===== config.mk =====
export PLATFORM = sky130hd
export DESIGN_NAME = mm_stream_param
export DESIGN_NICKNAME = d
export VERILOG_FILES = /design/src/rtl/mm_stream_param.sv
export SDC_FILE = /design/constraint.sdc
export NUM_CORES = 1
export LEC_CHECK = 0
export BUFFER_PORTS_ARGS = -buffer_cell sky130_fd_sc_hd__buf_2
export CAP_MARGIN = 20
export CORE_ASPECT_RATIO = 0.5
export CORE_MARGIN = 2
export CORE_UTILIZATION = 25
export DETAILED_ROUTE_END_ITERATION = 12
export HOLD_SLACK_MARGIN = 0.12
export SLEW_MARGIN = 20
export SYNTH_ARGS = -nofsm -noshare
export SYNTH_HDL_FRONTEND = slang
export SYNTH_SLANG_ARGS = --single-unit
export TNS_END_PERCENT = 100

===== constraint.sdc =====
create_clock -name clk -period 7.4 [get_ports clk]
set_input_delay 0.74 -clock clk [delete_from_list [all_inputs] [get_ports clk]]
set_output_delay 0.74 -clock clk [all_outputs]
set_load 0.01 [all_outputs]

===== src/rtl/mm_stream_param.sv =====
// Streaming signed matrix multiplier: loads A then B row-major,
// checks shape legality and emits saturated C = A x B elements.
module mm_stream_param #(
  parameter int DW   = 8,
  parameter int MAXD = 4,
  parameter int OW   = 12
) (
  input  logic                 clk,
  input  logic                 rst,
  input  logic                 in_valid,
  input  logic signed [DW-1:0] in_data,
  input  logic                 col_end,
  input  logic                 row_end,
  output logic                 busy,
  output logic                 is_legal,
  output logic                 valid,
  output logic signed [OW-1:0] out_data,
  output logic                 change_row,
  output logic                 overflow,
  output logic [1:0]           ep
);

  localparam int IW = (MAXD > 1) ? $clog2(MAXD) : 1;
  localparam int CW = $clog2(MAXD + 2);
  localparam int PW = 2 * DW;
  localparam int AW = 2 * DW + $clog2(MAXD);

  localparam logic signed [AW-1:0] SMAX =
    {{(AW-OW+1){1'b0}}, {(OW-1){1'b1}}};
  localparam logic signed [AW-1:0] SMIN =
    {{(AW-OW+1){1'b1}}, {(OW-1){1'b0}}};

  typedef enum logic [2:0] {
    LOAD_A,
    LOAD_B,
    CHECK,
    CALC,
    EMIT,
    ERR,
    DONE
  } state_t;

  state_t state;

  logic [CW-1:0] row;
  logic [CW-1:0] col;
  logic [CW-1:0] a_rows;
  logic [CW-1:0] a_cols;
  logic [CW-1:0] b_rows;
  logic [CW-1:0] b_cols;
  logic          ragged;
  logic          oversize;
  logic [1:0]    err_code;

  logic [IW-1:0] i;
  logic [IW-1:0] j;
  logic [IW-1:0] k;

  logic signed [AW-1:0] acc;
  logic signed [AW-1:0] acc_next;
  logic signed [PW-1:0] prod;

  logic signed [DW-1:0] a_mem [MAXD][MAXD];
  logic signed [DW-1:0] b_mem [MAXD][MAXD];

  logic          last;
  logic [CW-1:0] len;
  logic [CW-1:0] row_cols;
  logic          store;
  logic [IW-1:0] row_i;
  logic [IW-1:0] col_i;

  logic          k_last;
  logic          j_last;
  logic          i_last;
  logic          dims_ok;

  logic signed [OW-1:0] sat_data;
  logic                 sat_hit;

  // A bare row_end still closes the row it ends.
  assign last     = col_end | row_end;
  assign len      = col + CW'(1);
  assign row_cols = (state == LOAD_B) ? b_cols : a_cols;
  assign row_i    = row[IW-1:0];
  assign col_i    = col[IW-1:0];

  assign store = in_valid
               && (state == LOAD_A || state == LOAD_B)
               && (row < CW'(MAXD))
               && (col < CW'(MAXD));

  assign prod     = a_mem[i][k] * b_mem[k][j];
  assign acc_next = acc + $signed({{(AW-PW){prod[PW-1]}}, prod});

  assign k_last  = (CW'(k) == a_cols - CW'(1));
  assign j_last  = (CW'(j) == b_cols - CW'(1));
  assign i_last  = (CW'(i) == a_rows - CW'(1));
  assign dims_ok = (a_cols == b_rows);

  always_comb begin
    sat_data = acc[OW-1:0];
    sat_hit  = 1'b0;
    if (acc > SMAX) begin
      sat_data = SMAX[OW-1:0];
      sat_hit  = 1'b1;
    end else if (acc < SMIN) begin
      sat_data = SMIN[OW-1:0];
      sat_hit  = 1'b1;
    end
  end

  always_ff @(posedge clk) begin
    if (store) begin
      if (state == LOAD_A) begin
        a_mem[row_i][col_i] <= in_data;
      end else begin
        b_mem[row_i][col_i] <= in_data;
      end
    end
  end

  always_ff @(posedge clk or posedge rst) begin
    if (rst) begin
      state      <= LOAD_A;
      row        <= '0;
      col        <= '0;
      a_rows     <= '0;
      a_cols     <= '0;
      b_rows     <= '0;
      b_cols     <= '0;
      ragged     <= 1'b0;
      oversize   <= 1'b0;
      err_code   <= 2'b00;
      i          <= '0;
      j          <= '0;
      k          <= '0;
      acc        <= '0;
      busy       <= 1'b0;
      is_legal   <= 1'b0;
      valid      <= 1'b0;
      out_data   <= '0;
      change_row <= 1'b0;
      overflow   <= 1'b0;
      ep         <= 2'b00;
    end else begin
      valid      <= 1'b0;
      change_row <= 1'b0;
      overflow   <= 1'b0;
      ep         <= 2'b00;
      unique case (state)
        LOAD_A, LOAD_B: begin
          if (in_valid) begin
            if (!last) begin
              // Column saturates at MAXD; excess elements are dropped.
              if (col < CW'(MAXD)) col <= len;
              if (len >= CW'(MAXD)) oversize <= 1'b1;
            end else begin
              col <= '0;
              if (row == '0) begin
                if (state == LOAD_A) a_cols <= len;
                else                 b_cols <= len;
              end else if (len != row_cols) begin
                ragged <= 1'b1;
              end
              if (!row_end) begin
                if (row < CW'(MAXD)) row <= row + CW'(1);
                if (row + CW'(1) >= CW'(MAXD)) oversize <= 1'b1;
              end else begin
                row <= '0;
                if (state == LOAD_A) begin
                  a_rows <= row + CW'(1);
                  state  <= LOAD_B;
                end else begin
                  b_rows <= row + CW'(1);
                  busy   <= 1'b1;
                  state  <= CHECK;
                end
              end
            end
          end
        end
        CHECK: begin
          is_legal <= dims_ok;
          i        <= '0;
          j        <= '0;
          k        <= '0;
          acc      <= '0;
          if (oversize) begin
            err_code <= 2'b11;
            state    <= ERR;
          end else if (ragged) begin
            err_code <= 2'b10;
            state    <= ERR;
          end else if (!dims_ok) begin
            err_code <= 2'b01;
            state    <= ERR;
          end else begin
            state <= CALC;
          end
        end
        CALC: begin
          acc <= acc_next;
          if (k_last) begin
            k     <= '0;
            state <= EMIT;
          end else begin
            k <= k + IW'(1);
          end
        end
        EMIT: begin
          valid      <= 1'b1;
          out_data   <= sat_data;
          overflow   <= sat_hit;
          change_row <= j_last;
          acc        <= '0;
          if (j_last) begin
            j <= '0;
            if (i_last) begin
              state <= DONE;
            end else begin
              i     <= i + IW'(1);
              state <= CALC;
            end
          end else begin
            j     <= j + IW'(1);
            state <= CALC;
          end
        end
        ERR: begin
          valid      <= 1'b1;
          ep         <= err_code;
          out_data   <= '0;
          change_row <= 1'b1;
          state      <= DONE;
        end
        DONE: begin
          busy     <= 1'b0;
          is_legal <= 1'b0;
          row      <= '0;
          col      <= '0;
          a_rows   <= '0;
          a_cols   <= '0;
          b_rows   <= '0;
          b_cols   <= '0;
          ragged   <= 1'b0;
          oversize <= 1'b0;
          err_code <= 2'b00;
          i        <= '0;
          j        <= '0;
          k        <= '0;
          acc      <= '0;
          state    <= LOAD_A;
        end
        default: state <= LOAD_A;
      endcase
    end
  end

endmodule


# After elaboration in Yosys (flattened, before gate mapping)
# Memories as Yosys holds them, arrays and structs flattened.
# Cells that the tools add are included.
# totals
register_bits	68
ramBits	256
inputBits	13
word_cells	196
n_memories	2
# op_classes
n_addsub	9
mul	1
order_cmp	10
n_eq_ne	28
muxes	93
bitwise_logic	4
reduce_logical	28
# memory_table
name	words	width	read_ports	rd_clocked_by_memory_dff	wr	line_no	text
a_mem	4	32	1	0	1	63	logic signed [DW-1:0] a_mem [MAXD][MAXD];
b_mem	4	32	1	0	1	64	logic signed [DW-1:0] b_mem [MAXD][MAXD];
# ops
op	n
$mux W3	33
$mux W32	2
$mux W8	5
$pmux W18 S2	1
$pmux W3 S2	6
$bmux W8 S2	2
$reduce_and A5 Y1	6
$mux W12	2
$pmux W12 S2	1
$ne A2 B2 Y1 const B	11
$mux W1	21
$add A18 B16 Y18	1
$gt A18 B12 Y1 const B	1
$lt A18 B12 Y1 const B	1
$mux W2	9
$demux W8 S2	1
$mul A8 B8 Y16	1
$pmux W2 S2	4
$ge A3 B3 Y1 const B	5
$ne A3 B3 Y1 const B	5
$pmux W3 S5	1
$reduce_bool A2 Y1	6
$pmux W1 S2	5
$eq A2 B3 Y1	3
21 further kinds	40

# Depth between registers and ports, before layout
# Gate-level depths: netlist (run 1).
# logic_depth
depth_word	8
mapped_depth	23
depth_no_buf	21

# Worst setup path before layout (run 1)
# Ideal clock, no wire load.
# synth_path
path_kind	reg-to-reg
from	register i[1]
to	register acc[16]
setup_ns	0.133
arrival_time_ns	6.008
required_ns	7.267
slack_ns	1.259
stages_incl_launch_ff	19
synth_period_minus_slack_ns	6.141
cell_sequence	dfrtp_1 > buf_2 > clkbuf_1 > mux4_2 > mux4_2 > or2_1 > fa_1 > fa_1 > inv_1 > fa_1 > fa_1 > fa_1 > ha_1 > o21a_1 > a311o_1 > a31o_2 > o31ai_1 > xor2_1 > o21ai_0
# synth_via
elab_chain_len	7
# synth_rtl
element	line_no	text
start: declaration	55	logic [IW-1:0] i;
start signal: assignment	222	i <= i + IW'(1);
$mem_v2 Z4 W32	-	
$bmux W8 S2	93	assign prod = a_mem[i][k] * b_mem[k][j];
$mux W8 (not written as such) (2 in a row)	93	
$mul A8 B8 Y16	93	
$add A18 B16 Y18	94	assign acc_next = acc + $signed({{(AW-PW){prod[PW-1]}}, prod});
$pmux W18 S2	151	unique case (state)
end signal: assignment	203	acc <= acc_next;
end: declaration	59	logic signed [AW-1:0] acc;
# No other way between the ends. The select of a mux whose other input is x is not followed.
# A chain may end at the register's enable or synchronous reset.

# Final worst setup path (run 1)
# layout_path
from	register k[0]
to	register acc[16]
# layout_via
elab_chain_len	7
# layout_rtl
element	line_no	text
start: declaration	57	logic [IW-1:0] k;
start signal: assignment	208	k <= k + IW'(1);
$mem_v2 Z4 W32 / $not A2 Y3 (equally long branches)	-	
$bmux W8 S2	93	
$mux W8 (not written as such) (2 in a row)	93	
$mul A8 B8 Y16 *	93	
$add A18 B16 Y18 *	94	
$pmux W18 S2 *	151	
# Every way passes the cells marked *; elsewhere a longest branch is shown, timed or not. The select of a mux whose other input is x is not followed.

==> out/results.ini, run 1 <==
[placed_design]
gp_congestion = 0.768
dp_cells = 1956
dp_hpwl_mm = 23.5
place_ws_ns = 0.699
io_buffers = 31

[global_route]
grt_start_max_net_pins = 69
use_met2_pct = 16.8
grt_pass1_wl_mm = 53.4
grt_use_met3_pct = 1.85
grt_overflow = 0
grt_pass1_vias = 9064
grt_use_met1_pct = 13.9
grt_util_all_layers_pct = 10.2
grt_antenna_before_repair = 0
grt.busiest_layer = met2

[clock_network]
cts_buffers = 35
cts_buffer_depth = 3
ctsHoldBuffers = 0
clkTransAtPathRegs_ns = 0.06
postCtsSetupRepairBufs = 0
clock_latency_ns = 0.53
post_cts_resized = 0
cts_tree = yes
h-tree-depth = 2
cts-root-buf = clkbuf_16
clock-sinks = 324

[synth]
syn_avg_cell_area_um2 = 15.3
synth.area.top_cells = edfxtp_1, dfrtp_1, mux4_2
ys.flop_type = edfxtp_1
post-synth-top-count-cell = edfxtp_1
yosys-top-cells-count = edfxtp_1, inv_1, fa_1
yosysTopAreaCellShare_pct = 46.9
ys_warn_count = 0
syn_inst = 1074
synth-seq-cells = 324
synth.distinct_cells = 58
synth_area_mm2 = 0.0164
synth-edff-count = 256
yosysTopAreaCell = edfxtp_1
yosysSeqAreaShare_pct = 57.3
synth_nets = 1220
async_reset_ff_share_pct = 21.0

[sta]
final.setup.worst_slack_ns = 0.781
skew_ns = 0.00965
finalCritPeriodShare_pct = 89.4
tns_ns = 0
worstMarginPinSlew_ns = 0.977
max_freq_mhz = 151
grt_setup_unrepaired = false
hold_violations = 0
slew_headroom_pct = 34.8
slew_viol_final = 0
setup_viol = 0
finalCriticalPeriod_ns = 6.62

[setup_path]
critPathMaxFanout = 19
start_kind = flop
path_class = reg -> reg
cp.required_ns = 7.80
arrival_ns = 7.02
end_kind = flop

[finish]
num_antenna_cells = 0
nNetsFinal = 1255
fin_cells = 2016
drive_above_1_share_pct = 16.6
area_growth_pct = 13.9

[floorplanning]
coreArea_mm2 = 0.0649
io_pins = 32
fp.dieW_um = 366
start_util_pct = 25.2
num_rows = 66
die-area_mm2 = 0.0677
die_height_um = 185

[drt]
antenna_left = 0
wire_per_inst_um = 17.0
routed_wl_mm = 34.3
viasPerCell = 4.35
drc = 0
drtIter0Drc = 580
dr.pass1.iters = 5
vias = 8771

[power]
finalPower_mw = 3.74
ir_drop_mv = 0.135
leakagePower_nw = 6.96
p_per_area_mw_per_mm2 = 200

[job]
max_cap_viol_count = 0

[hold_path]
hold_path_class = in -> async

[run_status]
status = finished clean

-- state kept, by name (all words and copies together) (netlist names), 12 cells and up --
signal / flops
a_mem: 128
out_data: 12
b_mem: 128
acc: 18
-- area by class of cell --
class / instances / area, um^2
multi-input combinational: 605 / 6370
tap: 884 / 1110
clock buffer: 36 / 880
sequential: 324 / 9390
timing repair buffer: 40 / 273
inverter: 103 / 387
clock inverter: 24 / 251
fill: 6518 / 46300
-- critical path: stages (launching register included) --
cell and delay (ns):
dfrtp_2 0.38, buf_4 0.37, mux4_1 0.63, mux4_2 0.59
and2_1 0.42, fa_1 0.59, inv_1 0.05, fa_1 0.50
inv_1 0.05, fa_1 0.46, fa_1 0.50, ha_1 0.30
ha_1 0.34, a21o_1 0.20, a221o_1 0.34, a31o_2 0.23
o31ai_1 0.24, xor2_1 0.18, o21ai_0 0.09
-- cells in the final DEF (no fill, tap or decap), types with 35 or more instances in the layout --
master	synthesis	routed
edfxtp_1	256	256
inv_1	102	101
fa_1	80	80
mux4_2	74	74
nand2_1	73	73
dfrtp_1	68	65
ha_1	53	53
nor2_1	47	47
o21ai_0	44	44
and2_1	37	37
and3_1	35	35
clkbuf_16	0	35
-- path summary, 6_finish.rpt --
path,slack (ns),depth (start not counted),start,endpoint
min in group clk,0.47,2,out_data[3],out_data[3]
min,0.46,3,rst,out_data[9]
max in group asynchronous,6.30,3,rst,i[0]
max reg2reg,0.78,18,k[0],acc[16]
max,0.78,18,k[0],acc[16]
min reg2reg,0.47,2,out_data[3],out_data[3]
-- report_power, final --
part / switching, mW / leakage [nW] / total (mW) / internal, mW
Sequential: 0 / 3.18 / 1.97 / 1.97
Clock: 0.722 / 0.550 / 1.74 / 1.01
Combinational: 0.0334 / 3.23 / 0.0368 / 0.00346
-- through the flow --
stage	util [%]	hold WS [ns]	instance area [um^2]
finish	28.7	0.457	18700
global route	28.7	0.494	18700
CTS	28.7	0.477	18600
detailed placement	27.0	0.465	17500
global placement	27.0	0.459	17500
floorplan	-	0.464	16400
-- layer usage --
layer,up-vias,part of all wire [%]
met3,42,4.6
met5,-,0
met2,169,47
met1,4564,47
li1,3996,-
met4,0,1.6
-- cells by family (layout without fill, tap and decap cells) --
family                   Yosys count  count (layout)  share of synthesized area [%]
AO/OA/AOI/OAI                    121             121                           4.65
XOR/XNOR                          35              35                           1.87
adder cells (fa/ha/maj)          133             133                           13.8
buffers and inverters            145             203                           3.87
flip-flops                       324             324                           57.3
multiplexers                      89              89                           11.6
AND/OR/NAND/NOR                  227             227                           6.84
Power figures use the tool's default switching activity.
==> run 2: changes to the inputs <==
--- a/config.mk
+++ b/config.mk
@@ -5,13 +5,14 @@
 export SDC_FILE = /design/constraint.sdc
 export NUM_CORES = 1
 export LEC_CHECK = 0
-export BUFFER_PORTS_ARGS = -buffer_cell sky130_fd_sc_hd__buf_2
+export BUFFER_PORTS_ARGS = -buffer_cell sky130_fd_sc_hd__buf_4
 export CAP_MARGIN = 20
 export CORE_ASPECT_RATIO = 0.5
 export CORE_MARGIN = 2
 export CORE_UTILIZATION = 25
 export DETAILED_ROUTE_END_ITERATION = 12
 export HOLD_SLACK_MARGIN = 0.12
+export RECOVER_POWER = 25
 export SLEW_MARGIN = 20
 export SYNTH_ARGS = -nofsm -noshare
 export SYNTH_HDL_FRONTEND = slang
==> run 2 against run 1 <==
  * The flow now finishes with violations (max-capacitance violations, max-slew violations)
  * Routed wire length increased by 0.52%
  * Design area decreased by 0.45%
  * Via count increased by 0.47%
  * Clock power decreased by 11%
  * Sequential share of layout area increased by 0.23 points
  * Sequential cell count unchanged
  * Setup slack improved by 0.017 ns
  * Largest cell class unchanged
  * Cell count about the same
  * Total power decreased by 5.1%
  * Critical path depth unchanged
  * Critical path type unchanged
  * Register-to-register slack improved by 0.02 ns
==> out/results.ini, run 2 (synthesis gave the netlist of run 1 again) <==
[placed_design]
gp_congestion = 0.781  ; +1.7%
io_buffers = 31  ; unchanged
post_dp_cell_area_mm2 = 0.0176  ; +0.44%
dp_hpwl_mm = 24.0  ; +2.2%
dp_cells = 1956  ; unchanged

[finish]
reg_top3 = a_mem (128), b_mem (128), acc (18)
seqCellArea_mm2 = 0.00939  ; unchanged
multi_input_area_mm2 = 0.00637  ; unchanged
drive_above_1_share_pct = 15.5  ; -1.1 points
layout_common_cells = edfxtp_1, inv_1, fa_1
fill_cells = 6528  ; +0.15%
layout_commonest_cell = edfxtp_1
num_antenna_cells = 0  ; unchanged
fin_area_mm2 = 0.0186  ; -0.45%
fin_cells = 2014  ; -0.099%
final_util_pct = 28.6  ; -0.13 points
area_growth_pct = 13.4
nNetsFinal = 1254  ; -0.080%

[clock_network]
clock_latency_ns = 0.53  ; about the same
post_cts_resized = 0  ; unchanged
cts_buffer_depth = 3  ; unchanged
cts-root-buf = clkbuf_16
postCtsSetupRepairBufs = 0  ; unchanged
h-tree-depth = 2  ; unchanged
cts_buffers = 34  ; -2.9%
ctsHoldBuffers = 0  ; unchanged
clkTransAtPathRegs_ns = 0.06  ; about the same
cts_tree = yes
clock-sinks = 324  ; unchanged

[setup_path]
cp.required_ns = 7.78  ; -0.02 ns
cp_slowest_stage_delay_ns = 0.61  ; -0.02 ns
path_cells = buf_4, mux4_1, mux4_2, and2_1, fa_1, inv_1, fa_1, inv_1, fa_1, fa_1, ha_1, ha_1, a21o_1, a221o_1, a31o_2, o31ai_1, xor2_1, o21ai_0
path_class = reg -> reg
start_kind = flop
crit_path_frequent_cell = fa_1
critPathMaxFanout = 24  ; +5
arrival_ns = 6.98  ; -0.04 ns
end_kind = flop
cp_slowest_cell = mux4_1

[sta]
skew_ns = 0.0242  ; +0.0146 ns
max_freq_mhz = 151  ; +0.26%
worstMarginPinSlew_ns = 1.53  ; +0.548 ns
slew_viol_final = 66  ; +66
slew_headroom_pct = -1.68  ; -37 points
grt_setup_unrepaired = false
hold_violations = 0  ; unchanged
tns_ns = 0  ; unchanged
finalCritPeriodShare_pct = 89.2  ; -0.23 points
setup_viol = 0  ; unchanged
finalCriticalPeriod_ns = 6.60  ; -0.0170 ns

[global_route]
grt_antenna_before_repair = 1  ; +1
grt_pass1_vias = 9155  ; +1.0%
grt_overflow = 0  ; unchanged
grt_pass1_wl_mm = 54.3  ; +1.6%
grt_util_all_layers_pct = 10.3  ; +0.12 points
grt_start_max_net_pins = 69  ; unchanged

[floorplanning]
io_pins = 32  ; unchanged
coreArea_mm2 = 0.0649  ; unchanged
num_rows = 66  ; unchanged
die-area_mm2 = 0.0677  ; unchanged
fp.dieW_um = 366  ; unchanged
start_util_pct = 25.2  ; unchanged
die_height_um = 185  ; unchanged

[power]
leakagePower_nw = 6.88  ; -1.1%
ir_drop_mv = 0.125  ; -6.7%
p_per_area_mw_per_mm2 = 191  ; -4.7%

[hold_path]
hold_path_class = in -> async

[drt]
viasPerCell = 4.38  ; +0.57%
wire_per_inst_um = 17.1  ; +0.62%
dr.pass1.iters = 5  ; unchanged
drtIter0Drc = 784  ; +35%
vias = 8812  ; +0.47%
antenna_left = 0  ; unchanged
routed_wl_mm = 34.4  ; +0.52%
drc = 0  ; unchanged

[job]
max_cap_viol_count = 3  ; +3

[run_status]
status = finished, violations left
violations = max-capacitance violations, max-slew violations

==> run 2: cell count changes in the layout (fill, tap and decap cells not counted) <==
cell	change
buf_4	+24
clkbuf_8	+1
clkbuf_16	-1
bufinv_16	-4
clkbuf_1	+12
buf_2	-31
clkinv_1	-1
clkinvlp_4	-2
clkinv_4	+1
inv_6	-1
clkinv_8	+1
inv_16	-1
==> run 2: cell type report <==
cell class / count / share of cell area [%]
clock buffers: 41 / 4.78
clock inverters: 17 / 0.586
inverters: 103 / 2.08
multi-input cells: 605 / 34.3
flip-flops and latches: 324 / 50.6
well taps: 884 / 5.96
repair buffers: 40 / 1.74
==> run 2: where the power goes <==
group          internal (mW)  leakage (nW)  switching [mW]
sequential              1.97          3.18               0
combinational        0.00360          3.21          0.0325
clock                  0.860         0.489           0.684
==> run 2: worst max-delay path, delay by kind of cell (launching register included) <==
family	cells	cell delay, ns
flops	1	0.38
buf+inv	3	0.50
compound gates	5	1.08
xor+xnor	1	0.17
mux	2	1.18
fa+ha+maj	6	2.70
simple gates	1	0.43
==> run 2: through the flow <==
step	total power [mW]	hold WS (ns)	setup slack, ns
floorplan	2.01	0.464	1.26
global placement	2.04	0.468	0.828
detailed placement	2.04	0.472	0.724
CTS	3.59	0.486	0.709
global route	3.66	0.506	0.410
finish	3.55	0.475	0.798
==> run 2: path summary, 6_finish.rpt <==
check	slack, ns	cells after the start	endpoint	startpoint
max	0.80	18	acc[16]	k[0]
min	0.48	3	out_data[10]	rst
max reg2reg	0.80	18	acc[16]	k[0]
min reg2reg	0.48	2	out_data[5]	out_data[5]
max in group asynchronous	6.25	3	i[0]	rst
min in group clk	0.48	2	out_data[5]	out_data[5]
==> run 2: metal layers <==
layer,global-route usage (%),wire length [um],vias to the layer above
met5,0,0,-
met4,2.60,664,0
met3,1.68,1880,43
met2,17.1,16200,192
met1,14.1,15700,4584
li1,-,-,3993
